File: src/rtl/mul_seq_param.sv
// Parametrised shift-add sequential multiplier (WIDTH x WIDTH, optional signed) using an external 2*WIDTH adder.
// Optional early termination when the remaining multiplier bits are zero: define MUL_SEQ_EARLY_TERM_EN.
module mul_seq_param #(
    parameter int WIDTH  = 8,
    parameter int SIGNED = 0
) (
    input  logic                 clk,
    input  logic                 rst,
    input  logic [WIDTH-1:0]     a_i,
    input  logic [WIDTH-1:0]     b_i,
    input  logic                 start,
    output logic [2*WIDTH-1:0]   result,
    output logic                 busy,
    output logic                 done,
    output logic [2*WIDTH-1:0]   sum_in_a,
    output logic [2*WIDTH-1:0]   sum_in_b,
    input  logic [2*WIDTH-1:0]   sum_out
);

    localparam int PW        = 2 * WIDTH;
    localparam int CW        = $clog2(WIDTH);
    localparam bit IS_SIGNED = (SIGNED != 0);

    typedef enum logic {S_IDLE, S_CALC} state_t;

    state_t             r_state;
    logic [PW-1:0]      r_mcand;
    logic [WIDTH-1:0]   r_mplier;
    logic [PW-1:0]      r_acc;
    logic [CW-1:0]      r_cnt;
    logic               r_neg;
    logic [PW-1:0]      r_result;
    logic               r_busy;
    logic               r_done;

    logic               w_a_neg;
    logic               w_b_neg;
    logic [WIDTH-1:0]   w_a_mag;
    logic [WIDTH-1:0]   w_b_mag;
    logic               w_last;
    logic [PW-1:0]      w_final;

    // Signed mode works on magnitudes; the most negative value maps to 2^(WIDTH-1) unsigned.
    assign w_a_neg = IS_SIGNED && a_i[WIDTH-1];
    assign w_b_neg = IS_SIGNED && b_i[WIDTH-1];
    assign w_a_mag = w_a_neg ? (~a_i + WIDTH'(1)) : a_i;
    assign w_b_mag = w_b_neg ? (~b_i + WIDTH'(1)) : b_i;

`ifdef MUL_SEQ_EARLY_TERM_EN
    assign w_last = (r_cnt == CW'(WIDTH - 1)) || ((r_mplier >> 1) == '0);
`else
    assign w_last = (r_cnt == CW'(WIDTH - 1));
`endif

    assign w_final  = (IS_SIGNED && r_neg) ? (~sum_out + PW'(1)) : sum_out;

    assign sum_in_a = (r_state == S_CALC) ? r_acc : '0;
    assign sum_in_b = ((r_state == S_CALC) && r_mplier[0]) ? r_mcand : '0;

    assign result = r_result;
    assign busy   = r_busy;
    assign done   = r_done;

    always_ff @(posedge clk) begin
        if (rst) begin
            r_state  <= S_IDLE;
            r_mcand  <= '0;
            r_mplier <= '0;
            r_acc    <= '0;
            r_cnt    <= '0;
            r_neg    <= 1'b0;
            r_result <= '0;
            r_busy   <= 1'b0;
            r_done   <= 1'b0;
        end else begin
            r_done <= 1'b0;
            case (r_state)
                S_IDLE: begin
                    if (start) begin
                        r_mcand  <= {{WIDTH{1'b0}}, w_a_mag};
                        r_mplier <= w_b_mag;
                        r_neg    <= w_a_neg ^ w_b_neg;
                        r_acc    <= '0;
                        r_cnt    <= '0;
                        r_busy   <= 1'b1;
                        r_state  <= S_CALC;
                    end
                end
                S_CALC: begin
                    r_acc    <= sum_out;
                    r_mcand  <= r_mcand << 1;
                    r_mplier <= r_mplier >> 1;
                    r_cnt    <= r_cnt + CW'(1);
                    if (w_last) begin
                        r_result <= w_final;
                        r_busy   <= 1'b0;
                        r_done   <= 1'b1;
                        r_state  <= S_IDLE;
                    end
                end
                default: r_state <= S_IDLE;
            endcase
        end
    end

endmodule

File: config.mk
export PLATFORM = sky130hd
export DESIGN_NAME = mul_seq_param
export DESIGN_NICKNAME = d
export VERILOG_FILES = /design/src/rtl/mul_seq_param.sv
export SDC_FILE = /design/constraint.sdc
export NUM_CORES = 1
export LEC_CHECK = 0
export ABC_AREA = 1
export CAP_MARGIN = 40
export CORE_ASPECT_RATIO = 0.5
export CORE_MARGIN = 2
export CORE_UTILIZATION = 40
export CTS_BUF_LIST = sky130_fd_sc_hd__clkbuf_2
export CTS_CLUSTER_DIAMETER = 80
export DETAILED_ROUTE_END_ITERATION = 12
export PLACE_DENSITY = 0.71
export SYNTH_ARGS = -nofsm -noshare
export SYNTH_HDL_FRONTEND = slang
export SYNTH_SLANG_ARGS = --single-unit
File: constraint.sdc
create_clock -name clk -period 1.7 [get_ports clk]
set_input_delay 0.34 -clock clk [delete_from_list [all_inputs] [get_ports clk]]
set_output_delay 0.34 -clock clk [all_outputs]
set_load 0.1 [all_outputs]
== After elaboration in Yosys (flattened, before gate mapping) ==
Index checks and enable logic that the tools add are counted.

* Flip-flop bits (word level): 62
* Input port bits: 35
* Output and inout port bits: 50

* $add $sub $neg: 1
* Equal/unequal tests: 3
* Muxes and demuxes: 17
* Bitwise logic cells: 1
* Reductions and logical operators: 4

{| class="wikitable"
|+ Operators by type and width
! operator !! count
|-
| two-way mux 16 bit || 4
|-
| one-hot mux 16 bit (2 select lines) || 2
|-
| one-hot mux 8 bit (2 select lines) || 1
|-
| two-way mux 8 bit || 1
|-
| one-hot mux 3 bit (2 select lines) || 1
|-
| two-way mux 1 bit || 5
|-
| one-hot mux 1 bit (2 select lines) || 2
|-
| AND reduction 2 bit || 2
|-
| adder 3 x 1 -> 3 bit, second input constant || 1
|-
| equality test 3 bit, second input constant || 1
|-
| two-way mux 3 bit || 1
|-
| inequality test 2 x 1 -> 1 bit, second input constant || 1
|-
| inequality test 2 bit, second input constant || 1
|-
| OR reduction 2 bit || 1
|-
| logical AND 1 bit || 1
|-
| NOT 1 bit || 1
|}

== Depth between registers and ports, before layout ==
Gate-level depths: netlist (run 1).

* Word-level depth: 3
* Gate-level depth with buffers: 7
* Gate-level depth less buffers: 6

== Least setup slack after synthesis (run 1) ==
OpenSTA, ideal clock, no wires.

* Kind: register -> output
* From: register r_state
* To: output sum_in_b[10]
* Arrival: 2.026 ns
* Data required time: 1.360 ns
* Path slack: -0.666 ns
* Stages on the path, launching flop included: 5
* Path buffers: 2
* Cell sequence: dfxtp_1 -> buf_6 -> nand2_1 -> buf_2 -> nor2_1

* Cells in the longest elaborated chain, start to end: 2

{| class="wikitable"
|+ Ends and longest elaborated chain
! element !! line !! text
|-
| from (decl) || 26 || <nowiki>state_t r_state;</nowiki>
|-
| from (signal assigned) || 66 || <nowiki>r_state <= S_IDLE;</nowiki>
|-
| from (signal assigned) || 86 || <nowiki>r_state <= S_CALC;</nowiki>
|-
| from (signal assigned) || 98 || <nowiki>r_state <= S_IDLE;</nowiki>
|-
| logical AND 1 bit || 58 || <nowiki>assign sum_in_b = ((r_state == S_CALC) && r_mplier[0]) ? r_mcand : '0;</nowiki>
|-
| two-way mux 16 bit || 58 ||
|-
| to (decl) || 16 || <nowiki>output logic [2*WIDTH-1:0] sum_in_b,</nowiki>
|}

No other way between the ends.

== Worst setup path in the final report (run 1) ==
* From: register r_state
* To: output sum_in_b[15]

The elaborated chain is that of the path after synthesis.

==> results.json, run 1 <==
{
  "r2r_start": "r_cnt[0]",
  "num-nets-final": 510,
  "setup_viol": 32,
  "grt_max_degree": 31,
  "final_max_slew_viol_count": 0,
  "multi_input_comb_area_um2": 1240,
  "place_congestion": 0.791,
  "cp-end-kind": "output pin",
  "final_cell_area_um2": 4430,
  "wl_um": 6730,
  "fp.dieArea_um2": 7350,
  "grt_pass1_wl_um": 11200,
  "r2r-end": "result[10]",
  "ctsHoldBuffers": 0,
  "yosysUniqueCellTypes": 16,
  "p_per_area_nw_per_um2": 608,
  "yosysTopAreaCellShare_pct": 46.7,
  "dr.pass1.iters": 4,
  "vias_per_cell": 4.64,
  "p_sw_share_pct": 30.0,
  "power_leakage_nw": 1.77,
  "synth_xor_area_share_pct": 0,
  "start_kind": "flop",
  "cts-root-buf": "clkbuf_2",
  "worst_slack_ns": -0.149,
  "n_antenna_cell": 0,
  "rrSetupSlack_ns": 0.27,
  "synth-edff-count": 0,
  "cts_max_level": 3,
  "portBuffers": 84,
  "crit_fanout": 7,
  "required_ns": 1.36,
  "clkLatencyLatePin_ns": 0.51,
  "ys_warn_count": 0,
  "tns_ns": -3.78,
  "fin_crit_sh_pct": 109,
  "cts_tree": "done",
  "initial_core_util_pct": 42.5,
  "arrival_ns": 1.51,
  "rows": 20,
  "overflow": 0,
  "power_frac_comb_pct": 17.8,
  "hold_slack_ns": 0.261,
  "ir_worst_vdd_mv": 0.365,
  "avgSynthCellArea_um2": 6.91,
  "synthArstFlopShare_pct": 0,
  "routedWlPerCell_um": 12.0,
  "synthAdderAreaFrac_pct": 1.41,
  "rsz0062_at_grt": "true",
  "internal_power_w": 0.00189,
  "syn_to_final_growth_pct": 66.8,
  "clk_pin_slew_ns": 0.15,
  "syn-cell-area_um2": 2660,
  "grt_usage_pct": 19.9,
  "reg2reg_depth": 6,
  "fin_total_pwr_w": 0.00270,
  "worstMarginPinSlew_ns": 0.470,
  "synthMuxAreaShare_pct": 0,
  "design.core.area_um2": 6260,
  "synth_fp_nets": 423,
  "pwr-share-clk_pct": 25.2,
  "drive_gt1_share_pct": 26.1,
  "fillers": 500,
  "final_util_pct": 70.9,
  "ys.flop_type": "dfxtp_1",
  "crit_path_start": "r_state",
  "yosysSeqAreaShare_pct": 46.7,
  "boundaryPins": 85,
  "synth_compound_area_share_pct": 8.47,
  "yosys.area.top_type": "dfxtp_1",
  "drt_iter0_markers": 168,
  "relSlewSlack_pct": 68.7,
  "status": "finished with violations",
  "crit_end": "sum_in_b[15]",
  "synth_top_family_by_area": "simple AND/OR/NAND/NOR gates",
  "min_period_ns": 1.85,
  "hold_path_class": "in -> reg",
  "antenna_found_initial": 0,
  "netlist_top_cells_area": "dfxtp_1 47%, nand2_1 21%, a21oi_1 8.5%",
  "num_vias": 2614,
  "die_w_um": 119,
  "clock_sinks": 62,
  "failed_checks": "negative setup slack",
  "max_cap_violations": 0,
  "grt_pass1_vias": 2511,
  "dpl_cell_area_um2": 4180,
  "drc": 0,
  "fin_skew_ns": 0.0120,
  "switchingPower_w": 0.000809,
  "path_class": "reg -> out",
  "cts_buffers": 9,
  "hpwl_um": 4650,
  "die_h_um": 61.7,
  "ys_seq_elements": 62,
  "fmax_ghz": 0.541,
  "register_area_um2": 1250,
  "yosys.area_share.simple_pct": 30.8,
  "cts_buffer_depth": 2,
  "antenna_left": 0,
  "syn_inst": 385,
  "seqPwrFrac_pct": 57.0,
  "hold_viol_final": 0
}
## synthesized netlist by cell type (2+ instances only)
cell and number:
nor2_1 22, clkbuf_1 2, buf_4 6, inv_1 48, dfxtp_1 62, a21oi_1 45, nand2_1 149, buf_2 12
nand3_1 28, buf_6 3, ha_1 3
## worst min path at each step
stage | cells past startpoint | slack [ns] | from | end
finish | 3 | 0.26 | rst | r_mplier[7]
global route | 3 | 0.21 | rst | r_mplier[7]
CTS | 3 | 0.21 | rst | r_acc[0]
detailed placement | 2 | 0.45 | r_acc[5] | r_acc[5]
global placement | 2 | 0.45 | r_acc[3] | r_acc[3]
floorplan | 2 | 0.44 | r_mcand[15] | r_mcand[15]
## routing by layer
| metal | GRT usage, % | vias to the layer above | part of all wire [%] |
|---|---|---|---|
| met4 | 7.23 | 0 | 1.2 |
| li1 | - | 1343 | - |
| met2 | 35.0 | 58 | 49 |
| met1 | 21.6 | 1202 | 43 |
| met3 | 9.81 | 11 | 7.5 |
| met5 | 0 | - | 0 |
## power groups by stage
stage	Sequential, W	Combinational (W)	Clock [W]
after global routing	0.00154	0.000520	0.000780
after detailed placement	0.00156	0.000441	0
after CTS	0.00154	0.000465	0.000701
after floorplan	0.00156	0.000264	0
final	0.00154	0.000482	0.000679
after global placement	0.00156	0.000437	0
## layout make-up
type	instances	share of cell area (%)
Multi-Input combinational cell	250	28.0
Clock inverter	3	0.310
Clock buffer	11	1.24
Sequential cell	62	28.1
Inverter	50	5.14
Tap cell	88	2.48
Timing Repair Buffer	99	34.7
## worst max-delay path, cell delays in order (launching register included)
cell	delay, ns
dfxtp_4	0.47
nand2_8	0.09
buf_16	0.15
nor2_4	0.11
buf_12	0.18
## layout by cell type, fill, tap and decap left out, drive strengths merged
cell type,n
nand2,150
buf,65
dfxtp,62
a21oi,45
inv,40
clkdlybuf4s50,33
nand3,28
nor2,23
clkbuf,12
clkinvlp,10
ha,3
clkinv,3
nor3,1
## registers in the layout, summed over array words and instances, names as in the netlist
name	flops
r_mcand	16
r_state	1
r_acc	16
r_cnt	3
r_mplier	8
result	16
done	1
busy	1
## stage by stage
stage,worst slack [ns],cells
floorplan,-0.0390,385
global placement,0.136,543
detailed placement,0.0588,543
CTS,-0.202,560
global route,-0.258,563
finish,-0.149,563
## cells by family after synthesis
family / Yosys count
simple gates: 202
buf+inv: 73
flops: 62
compound gates: 45
fa+ha+maj: 3
## repair_timing
action / 4_1_cts / 5_1_grt
pin swaps: 2 / 3
setup endpoints to repair: 32 / 32
setup buffers: 2 / 2
resized for setup: 23 / 7
cloned: 1 / 1
Note: power is estimated with default switching activity, not from simulation.
==> inputs of run 2 (changes only) <==
- CORE_ASPECT_RATIO: 0.5 -> not set
==> results.json, run 2 (synthesis gave the netlist of run 1 again) <==
{
  "hold_viol_final": 0,
  "max_cap_violations": 0,
  "start_kind": "flop",
  "crit_fanout": 7,
  "cts-root-buf": "clkbuf_2",
  "overflow": 0,
  "reg2reg_depth": 6,
  "rsz0062_at_grt": "true",
  "status": "finished with violations",
  "cp-end-kind": "output pin",
  "boundaryPins": 85,
  "clock_sinks": 62,
  "met3_usage_pct": 5.10,
  "busiest_layer": "met2",
  "fin_skew_ns": 0.0106,
  "r2r_start": "r_state",
  "cts_tree": "done",
  "r2r-end": "result[5]",
  "min_period_ns": 1.78,
  "antenna_found_initial": 0,
  "initial_core_util_pct": 41.6,
  "vias_per_cell": 4.75,
  "fin_crit_sh_pct": 105,
  "fin_total_pwr_w": 0.00267,
  "wl_um": 6800,
  "grt_pass1_wl_um": 11300,
  "critical_path.cell_chain": "nand2_8 > clkbuf_16 > nor2_4 > buf_12",
  "grt_pass1_vias": 2528,
  "drt_iter0_markers": 152,
  "dpl_cell_area_um2": 4160,
  "p_per_area_nw_per_um2": 610,
  "final_max_slew_viol_count": 0,
  "layout.cells.non_filler": 548,
  "fmax_ghz": 0.562,
  "use_met1_pct": 24.2,
  "place_congestion": 0.818,
  "cts_buffers": 9,
  "required_ns": 1.36,
  "worst-path-buf-inv": 2,
  "slowest_delay_ns": 0.43,
  "layout_common_cells": "138 x nand2_1, 60 x dfxtp_1, 53 x buf_12, 45 x a21oi_1, 33 x clkdlybuf4s50_1",
  "placed_cells": 529,
  "portBuffers": 84,
  "die_w_um": 85.5,
  "failed_checks": "negative setup slack",
  "final_common_cell": "nand2_1",
  "power_leakage_nw": 1.75,
  "num_vias": 2601,
  "rows": 29,
  "holdPathEnd": "result[3]",
  "path_delay_family": "flip-flops",
  "register_area_um2": 1250,
  "dr.pass1.iters": 4,
  "setup_viol": 27,
  "drive_gt1_share_pct": 25.9,
  "clk_pin_slew_ns": 0.16,
  "worst_slack_ns": -0.0784,
  "cp_slowest_cell": "dfxtp_4",
  "final_cell_area_um2": 4380,
  "syn_to_final_growth_pct": 64.7,
  "worstMarginPinSlew_ns": 0.425,
  "min_path_cells": 3,
  "fillers": 502,
  "antenna_left": 0,
  "hold_path_class": "in -> reg",
  "grt_usage_pct": 19.7,
  "grt_max_degree": 45,
  "routedWlPerCell_um": 12.4,
  "design.core.area_um2": 6390,
  "relSlewSlack_pct": 71.6,
  "drc": 0,
  "fp.dieArea_um2": 7320,
  "ir_worst_vdd_mv": 0.436,
  "arrival_ns": 1.44,
  "num-nets-final": 506,
  "die_h_um": 85.5,
  "min-delay-start": "rst",
  "cts_buffer_depth": 2,
  "grt_use_met2_pct": 33.4,
  "cts_max_level": 3,
  "n_antenna_cell": 0,
  "rrSetupSlack_ns": 0.18,
  "hpwl_um": 4530,
  "path_class": "reg -> out",
  "clkLatencyLatePin_ns": 0.46,
  "multi_input_comb_area_um2": 1220
}
## run 2: changes by cell type in the layout (fill, tap and decap cells not counted), sizes merged
cell / before / now
buf: 65 / 59
clkbuf: 12 / 11
bufbuf: 0 / 2
clkinv: 3 / 4
## run 2: worst max-delay path by stage
stage | start | to | slack, ns | cells past startpoint
after global routing | r_state | sum_in_b[5] | -0.17 | 4
after detailed placement | start | r_mcand[5] | 0.12 | 6
after CTS | r_state | sum_in_b[11] | -0.16 | 4
final | r_state | sum_in_b[8] | -0.08 | 4
after global placement | start | r_mplier[6] | 0.16 | 6
after floorplan | r_state | sum_in_b[0] | -0.04 | 3
## run 2: through the flow
| stage | setup TNS, ns | util, % | hold WS (ns) | worst slack (ns) |
|---|---|---|---|---|
| 2_1_floorplan | -0.244 | - | 0.439 | -0.0390 |
| 3_3_place_gp | 0 | 65.1 | 0.450 | 0.164 |
| 3_5_place_dp | 0 | 65.1 | 0.456 | 0.124 |
| 4_1_cts | -2.44 | 67.9 | 0.211 | -0.158 |
| 5_1_grt | -3.72 | 68.6 | 0.241 | -0.168 |
| 6_report | -1.12 | 68.6 | 0.269 | -0.0784 |
## run 2: per-layer routing
metal	vias up	routed length, um
li1	1339	-
met1	1189	2830
met2	69	3570
met3	4	357
met4	0	40
met5	-	0
## run 2: repair_timing
action	4_1_cts	5_1_grt
buffers inserted	1	1
hold buffers	0	0
pin swaps	0	2
gates cloned	2	1
resized for setup	19	2
setup endpoints to repair	32	32
## run 2: where the power goes
| group | switching [W] | internal [W] | leakage, nW | total (W) |
|---|---|---|---|---|
| Clock | 0.000484 | 0.000167 | 0.0501 | 0.000652 |
| Combinational | 0.000272 | 0.000215 | 1.19 | 0.000486 |
| Sequential | 0.0000343 | 0.00150 | 0.505 | 0.00153 |
## run 2: worst reg2reg max path, delay by kind of cell (launching register included)
| kind | cells | cell delay (ns) |
|---|---|---|
| simple gates | 2 | 0.24 |
| flops | 1 | 0.43 |
| compound gates | 1 | 0.16 |
| buf+inv | 3 | 0.63 |
## run 2: layout make-up
| type | instances | area share (%) |
|---|---|---|
| Timing Repair Buffer | 95 | 34.8 |
| Sequential cell | 62 | 28.5 |
| Multi-Input combinational cell | 250 | 27.8 |
| Inverter | 50 | 5.20 |
| Tap cell | 77 | 2.20 |
| Clock buffer | 10 | 1.14 |
| Clock inverter | 4 | 0.372 |
